`src/rtl/regfile_pkg.sv`:
```
// Shared register-file geometry used by the write-back queue and the regfile.
package regfile_pkg;
    localparam int DATA_W   = 64;
    localparam int ADDR_W   = 6;
    localparam int NUM_REGS = 32;
endpackage

```
`src/rtl/regfile_write_queue_if.sv`:
```
// Producer handshake plus regfile write port of the write-back queue.
interface regfile_write_queue_if;
    import regfile_pkg::*;

    logic              in_valid;
    logic              in_ready;
    logic [ADDR_W-1:0] in_addr;
    logic [DATA_W-1:0] in_data;
    logic              drain_en;
    logic              write_en;
    logic [ADDR_W-1:0] write_addr;
    logic [DATA_W-1:0] write_data;

    // Master is the pipeline side (producer plus regfile); slave is the queue.
    modport master (
        output in_valid, in_addr, in_data, drain_en,
        input  in_ready, write_en, write_addr, write_data
    );

    modport slave (
        input  in_valid, in_addr, in_data, drain_en,
        output in_ready, write_en, write_addr, write_data
    );
endinterface

```
`src/rtl/regfile_fwd_lookup.sv`:
```
// Searches the queued entries for chk_addr and returns the youngest match.
module regfile_fwd_lookup
    import regfile_pkg::*;
#(
    parameter int DEPTH = 4,
    localparam int PTR_W = $clog2(DEPTH),
    localparam int CNT_W = PTR_W + 1
) (
    input  logic [ADDR_W-1:0] addr_arr [DEPTH],
    input  logic [DATA_W-1:0] data_arr [DEPTH],
    input  logic [PTR_W-1:0]  rd_ptr,
    input  logic [CNT_W-1:0]  count,
    input  logic [ADDR_W-1:0] chk_addr,
    output logic              pending,
    output logic [DATA_W-1:0] fwd_data
);

    logic [PTR_W-1:0] idx;

    // Walk oldest to youngest so later matches overwrite earlier ones.
    always_comb begin
        pending  = 1'b0;
        fwd_data = '0;
        idx      = '0;
        for (int k = 0; k < DEPTH; k++) begin
            idx = rd_ptr + PTR_W'(k);
            if ((CNT_W'(k) < count) && (addr_arr[idx] == chk_addr)) begin
                pending  = 1'b1;
                fwd_data = data_arr[idx];
            end
        end
    end

endmodule

```
`src/rtl/regfile_write_queue.sv`:
```
// Write-back FIFO in front of the register file with two read-port forwarding lookups.
module regfile_write_queue
    import regfile_pkg::*;
#(
    parameter int DEPTH = 4,
    localparam int PTR_W = $clog2(DEPTH),
    localparam int CNT_W = PTR_W + 1
) (
    input  logic                  clk,
    input  logic                  reset,
    regfile_write_queue_if.slave  bus,
    input  logic [ADDR_W-1:0]     chk_addr_a,
    output logic                  pending_a,
    output logic [DATA_W-1:0]     fwd_data_a,
    input  logic [ADDR_W-1:0]     chk_addr_b,
    output logic                  pending_b,
    output logic [DATA_W-1:0]     fwd_data_b
);

    logic [ADDR_W-1:0] addr_q [DEPTH];
    logic [DATA_W-1:0] data_q [DEPTH];
    logic [PTR_W-1:0]  rd_ptr_q, rd_ptr_d;
    logic [PTR_W-1:0]  wr_ptr_q, wr_ptr_d;
    logic [CNT_W-1:0]  count_q, count_d;

    logic accept, push, pop;
    logic pend_a_raw, pend_b_raw;
    logic [DATA_W-1:0] fwd_a_raw, fwd_b_raw;

    // in_ready looks only at state so the producer never sees a path from drain_en.
    assign bus.in_ready = !reset && (count_q < CNT_W'(DEPTH));
    assign accept       = bus.in_valid && bus.in_ready;
    assign push         = accept && (bus.in_addr < ADDR_W'(NUM_REGS));

    assign bus.write_en   = !reset && (count_q != '0) && bus.drain_en;
    assign pop            = bus.write_en;
    assign bus.write_addr = bus.write_en ? addr_q[rd_ptr_q] : '0;
    assign bus.write_data = bus.write_en ? data_q[rd_ptr_q] : '0;

    always_comb begin
        rd_ptr_d = rd_ptr_q;
        wr_ptr_d = wr_ptr_q;
        count_d  = count_q;
        if (push) wr_ptr_d = wr_ptr_q + PTR_W'(1);
        if (pop)  rd_ptr_d = rd_ptr_q + PTR_W'(1);
        case ({push, pop})
            2'b10:   count_d = count_q + CNT_W'(1);
            2'b01:   count_d = count_q - CNT_W'(1);
            default: count_d = count_q;
        endcase
    end

    always_ff @(posedge clk or posedge reset) begin
        if (reset) begin
            rd_ptr_q <= '0;
            wr_ptr_q <= '0;
            count_q  <= '0;
        end else begin
            rd_ptr_q <= rd_ptr_d;
            wr_ptr_q <= wr_ptr_d;
            count_q  <= count_d;
        end
    end

    // Entry storage needs no reset: count gates every use of it.
    always_ff @(posedge clk) begin
        if (push) begin
            addr_q[wr_ptr_q] <= bus.in_addr;
            data_q[wr_ptr_q] <= bus.in_data;
        end
    end

    regfile_fwd_lookup #(.DEPTH(DEPTH)) u_fwd_a (
        .addr_arr (addr_q),
        .data_arr (data_q),
        .rd_ptr   (rd_ptr_q),
        .count    (count_q),
        .chk_addr (chk_addr_a),
        .pending  (pend_a_raw),
        .fwd_data (fwd_a_raw)
    );

    regfile_fwd_lookup #(.DEPTH(DEPTH)) u_fwd_b (
        .addr_arr (addr_q),
        .data_arr (data_q),
        .rd_ptr   (rd_ptr_q),
        .count    (count_q),
        .chk_addr (chk_addr_b),
        .pending  (pend_b_raw),
        .fwd_data (fwd_b_raw)
    );

    assign pending_a  = !reset && pend_a_raw;
    assign fwd_data_a = reset ? '0 : fwd_a_raw;
    assign pending_b  = !reset && pend_b_raw;
    assign fwd_data_b = reset ? '0 : fwd_b_raw;

endmodule

```
`src/flat_wrapper.sv`:
```
// flat-port wrapper written by rule: the top's interface ports become plain ports
module regfile_write_queue_flat import regfile_pkg::*;
#(
    parameter int DEPTH = 4,
    localparam int PTR_W = $clog2(DEPTH),
    localparam int CNT_W = PTR_W + 1
)
  (clk, reset, chk_addr_a, pending_a, fwd_data_a, chk_addr_b, pending_b, fwd_data_b, bus_in_valid, bus_in_addr, bus_in_data, bus_drain_en, bus_in_ready, bus_write_en, bus_write_addr, bus_write_data);
  regfile_write_queue_if bus_i ();
  input  logic clk;
  input  logic reset;
  input  logic [ADDR_W-1:0] chk_addr_a;
  output logic pending_a;
  output logic [DATA_W-1:0] fwd_data_a;
  input  logic [ADDR_W-1:0] chk_addr_b;
  output logic pending_b;
  output logic [DATA_W-1:0] fwd_data_b;
  input wire logic [$bits(bus_i.in_valid)-1:0] bus_in_valid;
  input wire logic [$bits(bus_i.in_addr)-1:0] bus_in_addr;
  input wire logic [$bits(bus_i.in_data)-1:0] bus_in_data;
  input wire logic [$bits(bus_i.drain_en)-1:0] bus_drain_en;
  output wire logic [$bits(bus_i.in_ready)-1:0] bus_in_ready;
  output wire logic [$bits(bus_i.write_en)-1:0] bus_write_en;
  output wire logic [$bits(bus_i.write_addr)-1:0] bus_write_addr;
  output wire logic [$bits(bus_i.write_data)-1:0] bus_write_data;
  assign bus_i.in_valid = bus_in_valid;
  assign bus_i.in_addr = bus_in_addr;
  assign bus_i.in_data = bus_in_data;
  assign bus_i.drain_en = bus_drain_en;
  assign bus_in_ready = bus_i.in_ready;
  assign bus_write_en = bus_i.write_en;
  assign bus_write_addr = bus_i.write_addr;
  assign bus_write_data = bus_i.write_data;
  regfile_write_queue #(.DEPTH(DEPTH)) u_core (.clk(clk), .reset(reset), .bus(bus_i), .chk_addr_a(chk_addr_a), .pending_a(pending_a), .fwd_data_a(fwd_data_a), .chk_addr_b(chk_addr_b), .pending_b(pending_b), .fwd_data_b(fwd_data_b));
endmodule
```
`config.mk`:
```
export PLATFORM = sky130hd
export DESIGN_NAME = regfile_write_queue_flat
export DESIGN_NICKNAME = d
export VERILOG_FILES = /design/src/rtl/regfile_pkg.sv /design/src/rtl/regfile_write_queue_if.sv /design/src/rtl/regfile_fwd_lookup.sv /design/src/rtl/regfile_write_queue.sv /design/src/flat_wrapper.sv
export SDC_FILE = /design/constraint.sdc
export NUM_CORES = 1
export LEC_CHECK = 0
export ABC_AREA = 1
export BUFFER_PORTS_ARGS = -buffer_cell sky130_fd_sc_hd__buf_4
export CAP_MARGIN = 15
export CORE_UTILIZATION = 45
export CTS_CLUSTER_DIAMETER = 100
export DETAILED_ROUTE_END_ITERATION = 6
export PLACE_DENSITY = 0.62
export SLEW_MARGIN = 15
export SYNTH_ARGS = -nofsm -noshare
export SYNTH_HDL_FRONTEND = slang
export SYNTH_SLANG_ARGS = --single-unit
export TNS_END_PERCENT = 1
```
`constraint.sdc`:
```
create_clock -name clk -period 5.3 [get_ports clk]
set_input_delay 0 -clock clk [delete_from_list [all_inputs] [get_ports clk]]
set_output_delay 0 -clock clk [all_outputs]
set_load 0.05 [all_outputs]
```
Word level (Yosys, flattened, before mapping). Index checks and enable logic that the tools add are counted.

$add $sub $neg: 6. $lt $le $gt $ge: 12. Equal/unequal tests: 10. Multiplexer cells: 51. Bitwise gates (word level): 5. Reductions and logical operators: 19.

Operators with widths (number): $mux 64 (20); $bmux 64 s2 (4); $bwmux 256 (1); $demux 64 s2 (1); $mux 6 (10); $bmux 6 s2 (4); $eq 6x6->1 (8); $bwmux 24 (1); $logic_and 1x1->1 (16); $ge 3x3->1 const B (5); $not 2->3 (5); $demux 6 s2 (1); $mux 1 (8); $lt 1x3->1 const A (2); $lt 2x3->1 const A (2); $lt 6x6->1 const B (1); $pmux 3 s2 (1); $add 2x1->2 const B (2); $add 2x2->2 const B (2); $add 3x1->3 const B (1); $lt 3x1->1 const B (1); $lt 3x3->1 const B (1); $reduce_bool 3->1 (1); $sub 3x1->3 const B (1); 4 further kinds (4).

Flip-flop bits (word level): 287. Input port bits: 86. Output and inout bits: 202. Logic and storage cells: 114.

Longest topological paths before layout.
Word-level depth: 11. Mapped depth: 18. Mapped depth without buffers: 14.

By module. A second synthesis with hierarchy kept.

Cells, all modules: 5493. Area, all modules: 33430.8 um^2.

By module, submodules not included: regfile_fwd_lookup (times used 2, cells each 2027, area an instance 9897.0 um^2, seq. area each 0.0 um^2); regfile_write_queue (times used 1, cells each 1439, area an instance 13636.8 um^2, seq. area each 8583.2 um^2).

Worst setup path before layout. No wires, ideal clock.

Path kind: flip-flop to flip-flop. From: reg u_core.count_q[2]. To: reg u_core.addr_q[0] (netlist name), enable pin. Setup time: 499 ps. Arrival time: 4522 ps. Required time: 4801 ps. Setup slack: 279 ps. Stages on the path, launching flop included: 4. Path buffers: 0. Period minus slack after synthesis: 5021 ps. Path through: dfrtp_1 nor2_1 nand3b_1 nor2_1.

Cells in the longest elaborated chain, start to end: 4.

RTL lines: start: declaration (RTL line regfile_write_queue.sv:24) `logic [CNT_W-1:0] count_q, count_d;`; start signal: assignment (RTL line regfile_write_queue.sv:61) `count_q <= count_d;`; $lt 3x3->1 (RTL line regfile_write_queue.sv:31) `assign bus.in_ready = !reset && (count_q < CNT_W'(DEPTH));`; $logic_and 1x1->1 (RTL line regfile_write_queue.sv:31); via bus_in_ready (RTL line flat_wrapper.sv:22) `output wire logic [$bits(bus_i.in_ready)-1:0] bus_in_ready;`; $logic_and 1x1->1 (RTL line regfile_write_queue.sv:32) `assign accept = bus.in_valid && bus.in_ready;`; $logic_and 1x1->1 (RTL line regfile_write_queue.sv:33) `assign push = accept && (bus.in_addr < ADDR_W'(NUM_REGS));`; end signal: indexed assignment (RTL line regfile_write_queue.sv:68) `addr_q[wr_ptr_q] <= bus.in_addr;`; end: declaration (RTL line regfile_write_queue.sv:20) `logic [ADDR_W-1:0] addr_q [DEPTH];`.

The timed path passes the listed nets, and every way through them passes these cells. A chain may end at the register's enable or synchronous reset.

Worst setup path after layout.
From: reg u_core.rd_ptr_q[0]. To: out fwd_data_a[2].

Cells in the longest elaborated chain, start to end: 11. Elaborated cells between the ends (all ways): 44. Those cells by class: add/sub: 3; eq/ne: 4; mux: 29; bitwise: 4; reduce/logical: 4.

RTL lines: start: declaration (RTL line regfile_write_queue.sv:22) `logic [PTR_W-1:0] rd_ptr_q, rd_ptr_d;`; start signal: assignment (RTL line regfile_write_queue.sv:59) `rd_ptr_q <= rd_ptr_d;`; $add 2x1->2 / $not 2->3 (equally long branches) (RTL line regfile_fwd_lookup.sv:26, regfile_fwd_lookup.sv:27, regfile_fwd_lookup.sv:29); $not 2->3 (not written as such) / $bmux 6 s2 (equally long branches) (RTL line regfile_fwd_lookup.sv:27, regfile_fwd_lookup.sv:29); $bmux 6 s2 / $mux 6 (equally long branches) (RTL line regfile_fwd_lookup.sv:27) `if ((CNT_W'(k) < count) && (addr_arr[idx] == chk_addr)) begin`; $mux 6 (not written as such) (RTL line regfile_fwd_lookup.sv:27); $mux 6 (not written as such) / $eq 6x6->1 (equally long branches) (RTL line regfile_fwd_lookup.sv:27); $eq 6x6->1 / $logic_and 1x1->1 (equally long branches) (RTL line regfile_fwd_lookup.sv:27); $logic_and 1x1->1 / $mux 64 (equally long branches) (RTL line regfile_fwd_lookup.sv:27); $mux 64 (2 in series) (RTL line regfile_fwd_lookup.sv:27); $mux 64 (*) (RTL line regfile_fwd_lookup.sv:27); $mux 64 (*) (RTL line regfile_write_queue.sv:94) `assign fwd_data_a = reset ? '0 : fwd_a_raw;`; end: declaration (RTL line flat_wrapper.sv:14) `output logic [DATA_W-1:0] fwd_data_a;`.

Mark *: on every way between the ends. The rest lies on a longest branch, timed or not. The select of a mux whose other input is x is not followed.

==> metrics.md <==
| Metric | Value |
|---|---|
| Status | complete, but fails checks |
| Violated checks | DRC |
| Synth top area share | a little over a third |
| Worst-case clock buffer depth | 3 |
| Synth-to-Final Area Change | 18.9% |
| Max rail drop VDD | 0.515 mV |
| R2R setup slack | 2370 ps |
| Detail Route Antenna Nets | 0 |
| Actual slew at the worst max-slew pin | 1120 ps |
| Main synth FF type | edfxtp_1 |
| DR WL/cell | 19.6 µm |
| Global-route wire length before repair | 133000 µm |
| Iter 0 DRT Violations | approximately 2900 |
| Vias post-DR | roughly 25000 |
| RSZ-0062 raised after global routing | no |
| Synth top area cells | edfxtp_1 36%, nand2_1 23%, o21ai_0 11%, inv_1 8.0%, nand3_1 4.5% |
| Layout cell share with drive strength beyond 1 | 11.2% |
| Logic gate share of total power | around 63% |
| Cell Chain, Critical Path | inv_8 > nand2_1 > nand2_2 > nand3_1 > nand3_1 > nand2_1 > nor2_4 > nand3_4 > a21oi_4 > buf_4 > nand2_1 > a21oi_1 > buf_4 |
| Cell Area, Synth | 23100 µm² |
| Setup bufs post-CTS | 0 |
| Seq/Total Area, Yosys | ~37% |
| Max-slew violations | 0 |
| Post-synth EDFFs | 280 |
| Post-DP HPWL | 52500 µm |
| 1st-pass router iterations | 7 |
| Crit Path Class | reg -> out |
| Mapped Avg Cell Area | 6.35 µm² |
| #FFs+latches synth | around 290 |
| LEAKAGE | 12.7 nW |
| Total wire length | between 80000 and 90000 µm |
| R2r endpoint | u_core.data_q[223] |
| Clock group share of total power | 18.7% |
| Worst path max stage delay | 740 ps |
| Tmin final | 4740 ps |
| Rows | 82 |
| Clock Sinks | ~290 |
| Maxcap violations | 0 |
| Final worst clock skew | around 35 ps |
| Cts hold-fix bufs | 71 |
| Critical Path RT | 5300 ps |
| Hold Vio Cnt, Final | 0 |
| NetSw | approximately 8.5 mW |
| Worst path slowest cell | dfrtp_4 |
| Critical path depth | 13 |
| Rel. slew slack | 25.0% |
| Die area | 52200 µm² |
| IO Pins | roughly 290 |
| Share of synthesized flip-flops with an asynchronous set or reset | about 2.4% |
| Internal power | around 6.7 mW |
| Sw frac | 55.9% |
| Most frequent CP cell | nand2_1 |
| FF-to-FF Start | u_core.count_q[2] |
| Clock Pin Slew Worst Setup and Hold Paths | roughly 60 ps |
| Delay-heaviest family, CP | simple AND/OR/NAND/NOR gates |
| Post_cts resized | 0 |
| Core ar. | approximately 50000 µm² |
| Vias/cell | 5.58 |
| Sum Neg Setup Slack | 0 ps |
| HP Class | in -> reg |
| Max Clk Rate | 211 MHz |
| Worst hold margin | 163 ps |
| Endpoint class of the critical path | primary output |
| # setup viols final | 0 |
| Port buffer count | 287 |
| Power Dens Cells | 551 nW/µm² |
| Reg power frac | 18.4% |
| Total power | 15.1 mW |
| Initial Util | 45.9% |
| FILL cells | 4966 |
| Clock Latency Late Sink | 590 ps |
| Die height | 229 µm |
| Die Span X | 229 µm |
| Critical path startpoint | u_core.rd_ptr_q[0] |
| Startpoint types | register |
| Total GRT Usage | between 30% and 40% |
| Number of remaining DRC errors | 11 |
| Worst Setup EP | fwd_data_a[2] |
| Worst-path fanout max | 63 |
| GR Overflow Total | 0 |
| CTS root buf | clkbuf_16 |
| CTS H-tree lvls | 2 |
| Number of buffers created by CTS | 37 |
| Critical path arrival | 4740 ps |
| CTS tree | built |
| Yosys cell types | 29 |
| Syn_nets | 3734 |
| Pin count of the biggest net entering global routing | ~200 |
| Vias in the first global route | 22900 |
| Antenna violations before repair | 2 |
| Reg2reg path depth | 4 |
| Post-Syn Instances | 3640 |
| Fin nets | approximately 3900 |
| CP bufs+invs | 3 |
| Yosys warnings | 0 |
| RePlAce Congestion | 0.923 |
| Tcrit/Tclk final | 89.5% |
| Cell taking the most area after synthesis | edfxtp_1 |
==> cell type report <==
| cell class | count | area [µm²] | share of cell area [%] |
|---|---|---|---|
| Timing Repair Buffer | 403 | 3300 | 12.0 |
| Clock buffer | 45 | 976 | 3.55 |
| Inverter | 497 | 1880 | 6.84 |
| Antenna cell | 1 | 2.50 | 0.00911 |
| Multi-Input combinational cell | 2588 | 11500 | 41.9 |
| Tap cell | 672 | 841 | 3.06 |
| Sequential cell | 287 | 8590 | 31.3 |
| Clock inverter | 23 | 368 | 1.34 |
==> layer usage <==
layer | GRT usage (%) | part of all wire, % | vias to the layer above
li1 | - | - | 12000
met1 | 44.4 | 42 | 11600
met2 | 52.3 | 45 | 1386
met3 | 5.31 | 10 | 207
met4 | 13.4 | 3.2 | 2
met5 | 0 | 0.015 | -
==> registers in the layout, indices dropped and copies added (netlist names) <==
register,count
u_core.addr_q,24
u_core.count_q,3
u_core.data_q,256
u_core.rd_ptr_q,2
u_core.wr_ptr_q,2
==> worst min-delay path by stage <==
| stage | slack, ps | cells after the start | from | endpoint |
|---|---|---|---|---|
| after detailed placement | 200 | 2 | reset | u_core.rd_ptr_q[1] |
| after floorplan | 60 | 2 | reset | u_core.count_q[0] |
| after global routing | 160 | 2 | bus_in_data[49] | u_core.data_q[49] |
| after CTS | 130 | 3 | reset | u_core.rd_ptr_q[0] |
| final | 160 | 2 | bus_in_data[49] | u_core.data_q[49] |
| after global placement | 200 | 2 | reset | u_core.rd_ptr_q[1] |
==> synthesized netlist by cell type (20+ instances only) <==
master / instances
o21ai_1: 28
o21ai_0: 505
buf_2: 93
nand2_1: 1444
nor2_1: 97
edfxtp_1: 280
nand3_1: 209
buf_1: 27
clkbuf_1: 118
buf_6: 20
a21oi_1: 135
inv_1: 495
nand4_1: 131
==> per-stage QoR <==
step                std cells  util, %  area [µm²]  setup WS, ps
detailed placement       4376     50.4       25400          1260
finish                   4516     54.5       27500           555
global placement         4376     50.4       25400          1310
global route             4516     54.5       27500           320
floorplan                3640        -       23100           279
CTS                      4515     54.5       27500           627
==> layout by cell type (no fill, tap or decap), drive strengths merged <==
cell / instances
inv: 500
xnor2: 2
nand3: 209
buf: 332
clkinvlp: 3
diode: 1
xor2: 6
bufinv: 9
ha: 8
dlygate4sd3: 71
or2: 3
nor2: 105
nand3b: 2
o22ai: 2
a21oi: 137
nand4: 131
o21ai: 536
nand2: 1447
edfxtp: 280
clkinv: 8
dfrtp: 7
clkbuf: 45
==> power by group through the flow <==
stage	Clock, mW	Sequential, mW	Combinational [mW]
after floorplan	0	2.72	6.79
after global placement	0	2.82	9.18
after detailed placement	0	2.82	9.26
after CTS	2.87	2.78	9.32
after global routing	2.94	2.80	10.4
final	2.83	2.78	9.52
==> kinds of logic (layout without fill, tap and decap cells) <==
logic type	after synthesis	in the layout	synth area share [%]
compound gates	675	675	14.7
other cells	0	1	0
xor+xnor	8	8	0.303
flops	287	287	37.2
buf+inv	765	968	13.8
fa+ha+maj	8	8	0.433
simple gates	1897	1897	33.6
Power figures use the tool's default switching activity.
